**config.mk**
```make
export PLATFORM = sky130hd
export DESIGN_NAME = commit_trace_fifo
export DESIGN_NICKNAME = d
export VERILOG_FILES = /design/src/rtl/commit_trace_fifo.sv
export SDC_FILE = /design/constraint.sdc
export NUM_CORES = 2
export LEC_CHECK = 0
export CORE_UTILIZATION = 55
export CTS_BUF_LIST = sky130_fd_sc_hd__clkbuf_2
export CTS_CLUSTER_DIAMETER = 60
export DETAILED_ROUTE_END_ITERATION = 10
export PLACE_DENSITY_LB_ADDON = 0.15
export SKIP_CTS_REPAIR_TIMING = 1
export SLEW_MARGIN = 10
export SYNTH_ARGS = -nofsm -noshare
export SYNTH_HDL_FRONTEND = slang
export SYNTH_SLANG_ARGS = --single-unit
```
**constraint.sdc**
```tcl
create_clock -name aclk -period 18.46 [get_ports aclk]
set_input_delay 3.692 -clock aclk [delete_from_list [all_inputs] [get_ports aclk]]
set_output_delay 3.692 -clock aclk [all_outputs]
set_load 0.01 [all_outputs]
```
**src/rtl/commit_trace_fifo.sv**
```systemverilog
// Commit trace FIFO: captures up to two retired instructions per cycle and
// presents them one at a time to a trace consumer, counting any it has to drop.
module commit_trace_fifo #(
  parameter int DEPTH     = 16,
  parameter bit DROP_NOWB = 1'b0
) (
  input  logic                     aclk,
  input  logic                     aresetn,
  input  logic                     cmt_valid0,
  input  logic                     cmt_valid1,
  input  logic [31:0]              cmt_pc0,
  input  logic [31:0]              cmt_pc1,
  input  logic                     cmt_wen0,
  input  logic                     cmt_wen1,
  input  logic [4:0]               cmt_wnum0,
  input  logic [4:0]               cmt_wnum1,
  input  logic [31:0]              cmt_wdata0,
  input  logic [31:0]              cmt_wdata1,
  output logic                     out_valid,
  input  logic                     out_ready,
  output logic [31:0]              out_pc,
  output logic [3:0]               out_wen,
  output logic [4:0]               out_wnum,
  output logic [31:0]              out_wdata,
  output logic [$clog2(DEPTH):0]   count,
  output logic                     overflow,
  output logic [15:0]              drop_cnt,
  output logic [31:0]              cmt_total
);

  localparam int AW = $clog2(DEPTH);
  localparam int CW = AW + 1;
  localparam int EW = 70;

  // Entry layout: {wen, wnum[4:0], pc[31:0], wdata[31:0]}
  logic [EW-1:0] entry_mem [DEPTH];

  logic [AW-1:0] wr_ptr_q, wr_ptr_d;
  logic [AW-1:0] rd_ptr_q, rd_ptr_d;
  logic [CW-1:0] count_q, count_d;
  logic          overflow_q, overflow_d;
  logic [15:0]   drop_cnt_q, drop_cnt_d;
  logic [31:0]   cmt_total_q, cmt_total_d;

  logic          pop;
  logic          st0, st1;
  logic [1:0]    n_store, n_push;
  logic [CW:0]   free_space;
  logic          push_ok;
  logic [16:0]   drop_sum;
  logic [EW-1:0] entry0, entry1, head;

  always_comb begin
    pop        = (count_q != '0) && out_ready;
    st0        = cmt_valid0 && (!DROP_NOWB || cmt_wen0);
    st1        = cmt_valid1 && (!DROP_NOWB || cmt_wen1);
    n_store    = {1'b0, st0} + {1'b0, st1};
    free_space = (CW+1)'(DEPTH) - {1'b0, count_q} + {{CW{1'b0}}, pop};
    // A pair that does not fit is dropped as a whole, never split
    push_ok    = ({{(CW-1){1'b0}}, n_store} <= free_space);
    n_push     = push_ok ? n_store : 2'd0;

    count_d     = count_q + CW'(n_push) - CW'(pop);
    wr_ptr_d    = wr_ptr_q + AW'(n_push);
    rd_ptr_d    = rd_ptr_q + AW'(pop);
    cmt_total_d = cmt_total_q + 32'(n_push);

    overflow_d = overflow_q;
    drop_cnt_d = drop_cnt_q;
    drop_sum   = {1'b0, drop_cnt_q} + 17'(n_store);
    if (!push_ok) begin
      overflow_d = 1'b1;
      drop_cnt_d = drop_sum[16] ? 16'hFFFF : drop_sum[15:0];
    end

    entry0 = {cmt_wen0 && (cmt_wnum0 != 5'd0), cmt_wnum0, cmt_pc0, cmt_wdata0};
    entry1 = {cmt_wen1 && (cmt_wnum1 != 5'd0), cmt_wnum1, cmt_pc1, cmt_wdata1};
  end

  always_ff @(posedge aclk or negedge aresetn) begin
    if (!aresetn) begin
      wr_ptr_q    <= '0;
      rd_ptr_q    <= '0;
      count_q     <= '0;
      overflow_q  <= 1'b0;
      drop_cnt_q  <= '0;
      cmt_total_q <= '0;
    end else begin
      wr_ptr_q    <= wr_ptr_d;
      rd_ptr_q    <= rd_ptr_d;
      count_q     <= count_d;
      overflow_q  <= overflow_d;
      drop_cnt_q  <= drop_cnt_d;
      cmt_total_q <= cmt_total_d;
    end
  end

  // Storage is left uncleared by reset; the pointers and count alone define validity
  always_ff @(posedge aclk) begin
    if (push_ok && st0) begin
      entry_mem[wr_ptr_q] <= entry0;
    end
    if (push_ok && st1) begin
      entry_mem[wr_ptr_q + AW'(st0)] <= entry1;
    end
  end

  always_comb begin
    head      = entry_mem[rd_ptr_q];
    out_valid = (count_q != '0);
    out_pc    = out_valid ? head[63:32] : 32'd0;
    out_wdata = out_valid ? head[31:0]  : 32'd0;
    out_wnum  = out_valid ? head[68:64] : 5'd0;
    out_wen   = out_valid ? {4{head[69]}} : 4'd0;
  end

  assign count     = count_q;
  assign overflow  = overflow_q;
  assign drop_cnt  = drop_cnt_q;
  assign cmt_total = cmt_total_q;

endmodule
```
==> flow_summary.yaml <==
layout:
  final-instance-count-excl-fill: 5393
  finish.net_count: 3868
  final_area_sq_um: 67400
  areaGrowthSynthToFinish_pct: 10.2
  final_util: 0.616
  final_cell_mix: "edfxtp_1, mux2_2, clkbuf_2"
  layout_commonest_cell: "edfxtp_1"
  drive_above_1_share: 0.529
route:
  antenna_left: 0
  first_pass_iters: 5
  drt_wl_total_microns: 166000
  via_per_inst: 6.41
  wl_per_cell_microns: 30.8
  remaining_drc_errors: 0
  drtIter0Drc: 3161
  num_vias: 34600
floorplanning:
  die_h_microns: 335
  row_count: 121
  core-area_sq_um: 109000
  top_level_ports: 273
  start_util: 0.558
  die-width_microns: 335
  die_area_sq_um: 112000
cts:
  htreeDepth: 5
  clock_latency_ns: 1.61
  clk_pin_slew_ns: 0.10
  cts.sink_count: 1182
  cts_tree: "yes"
  clockBufferDepth: 4
  cts_root_buf: "clkbuf_2"
  numCtsBuffers: 331
global_routing:
  grt_first_pass_wirelength_microns: 244000
  grt_use_total: 0.298
  antenna_found_initial: 26
  grt_max_degree: 66
  grt_overflow_total: 0
  grt_pass1_vias: 37000
synth:
  syn_inst: 3378
  synth-seq-cells: 1182
  synth_area_sq_um: 61100
  synth-xor-area-share: 0.00763
  synthMuxAreaShare: 0.349
  synth_nets: 3548
  yosys.area_share.simple: 0.0229
  synth_top_family_by_area: "multiplexers"
  synthAdderAreaFrac: 0.00561
  yosysUniqueCellTypes: 55
  ys_seq_area_frac: 0.576
  yosys_warnings: 0
  synth_compound_area_frac: 0.00680
  synth_area_per_cell_sq_um: 18.1
placed_design:
  place_hpwl_microns: 86900
  placed_area_sq_um: 64600
  gp_congestion: 0.819
  dp_cells: 4841
  io_buffers: 272
outcome:
  status: "completed"
worst_setup_path:
  critical_path_arrival_ns: 6.95
  start_kind: "flip-flop"
  crit_type: "flip-flop to output port"
  path_max_fanout: 46
  endpoint_kind: "output port"
  cp.required_ns: 14.77
timing:
  rsz0062_at_grt: "no"
  finalSetupTns_ns: 0
  finalMaxSlewViolations: 0
  fin_skew_ns: 0.190
  fmax_ghz: 0.0940
  period_needed_ns: 10.64
  setup_viol: 0
  tightest_slew_ns: 1.18
  finalHoldViolCount: 0
  slew-limit-headroom: 0.211
  timing.final.crit_share: 0.576
run:
  cap_violations: 0
min_path:
  min_path_type: "flip-flop to flip-flop"
power:
  p_per_area_nw_per_um2: 146
  power_leakage_nw: 23.1
  max-vdd-ir-drop_uv: 105
[state kept, by name, indices dropped and copies added (netlist names)]
signal	flops
cmt_total	32
count	5
drop_cnt	16
entry_mem	1120
overflow	1
rd_ptr_q	4
wr_ptr_q	4
[worst max-delay path, cell delays in order, from the launching register on]
cell and delay, ns:
dfrtp_4 0.90, buf_4 0.90, buf_4 0.89, buf_4 0.83
mux4_2 0.61, mux4_2 0.49, and2_1 0.23, clkdlybuf4s50_1 0.50
[synthesized netlist by cell type (all sizes together)]
| master | number | area, sq um |
|---|---|---|
| o21ai | 14 | 73.8 |
| a21o | 4 | 31.3 |
| mux2i | 16 | 160 |
| a21oi | 4 | 31.3 |
| fa | 4 | 80.1 |
| nor2b | 3 | 18.8 |
| and2 | 73 | 457 |
| o31ai | 4 | 30.0 |
| nor2 | 10 | 37.5 |
| or4 | 7 | 56.3 |
| xnor2 | 24 | 229 |
| nand2 | 37 | 139 |
| inv | 18 | 67.6 |
| clkbuf | 203 | 762 |
| a311oi | 5 | 43.8 |
| o21bai | 8 | 60.1 |
| nand4b | 2 | 17.5 |
| nand3 | 35 | 185 |
| and3 | 5 | 31.3 |
| o211ai | 2 | 20.0 |
| dfrtp | 62 | 1550 |
| mux2 | 1107 | 13300 |
| a211oi | 1 | 7.51 |
| nand2b | 8 | 50.1 |
| nor4 | 10 | 183 |
| or4b | 2 | 20.0 |
| or3 | 3 | 18.8 |
| a2111oi | 4 | 35.0 |
| nand4 | 14 | 87.6 |
| buf | 151 | 1130 |
| edfxtp | 1120 | 33600 |
| mux4 | 350 | 7880 |
| or2 | 1 | 6.26 |
| xor2 | 25 | 238 |
| a31oi | 9 | 56.3 |
| o311ai | 1 | 26.3 |
| nor3 | 1 | 5.00 |
| ha | 21 | 263 |
| and4 | 10 | 90.1 |
[stage by stage]
stage                     hold slack, ns  power [W]  worst slack [ns]
final                              0.476    0.00983              7.82
after CTS                          0.481    0.00991              7.45
after global placement             0.466    0.00799              9.01
after floorplan                    0.473    0.00660              7.01
after detailed placement           0.469    0.00808              8.94
after global routing               0.497     0.0102              7.22
[report_power, final]
| group | switching [W] | leakage [nW] | internal (W) | total, W |
|---|---|---|---|---|
| registers | 0.000247 | 11.0 | 0.00366 | 0.00391 |
| clock network | 0.00109 | 2.17 | 0.000731 | 0.00182 |
| logic | 0.00211 | 9.91 | 0.00199 | 0.00410 |
| total | 0.00345 | 23.1 | 0.00638 | 0.00983 |
[path summary, 6_finish.rpt]
| path | from | to | slack [ns] | depth (start not counted) |
|---|---|---|---|---|
| setup / recovery | rd_ptr_q[0] | out_pc[22] | 7.82 | 7 |
| hold / removal | cmt_total[31] | cmt_total[31] | 0.48 | 1 |
| setup reg to reg | count[2] | entry_mem[15][57] | 11.20 | 16 |
| hold reg to reg | cmt_total[31] | cmt_total[31] | 0.48 | 1 |
| max in group asynchronous | aresetn | rd_ptr_q[3] | 15.38 | 2 |
| min in group asynchronous | aresetn | count[1] | 2.33 | 2 |
[per-layer routing]
metal	up-vias	track usage	share of wire
li1	14400	-	-
met1	18300	0.389	0.40
met2	1488	0.498	0.51
met3	287	0.0603	0.072
met4	32	0.105	0.025
met5	-	0	0.0012
[kinds of logic after synthesis]
group,after synthesis
AO/OA/AOI/OAI,56
XOR/XNOR,49
adder cells (fa/ha/maj),25
buffers and inverters,372
flip-flops,1182
multiplexers,1473
AND/OR/NAND/NOR,221
[final cells by class]
cell class / instances / area (sq um)
Antenna cell: 8 / 20.0
Clock buffer: 484 / 2420
Clock inverter: 60 / 327
Fill cell: 8050 / 42100
Inverter: 18 / 67.6
Multi-Input combinational cell: 1824 / 24300
Sequential cell: 1182 / 35200
Tap cell: 1476 / 1850
Timing Repair Buffer: 341 / 3240
(Power assumes the default switching activity.)
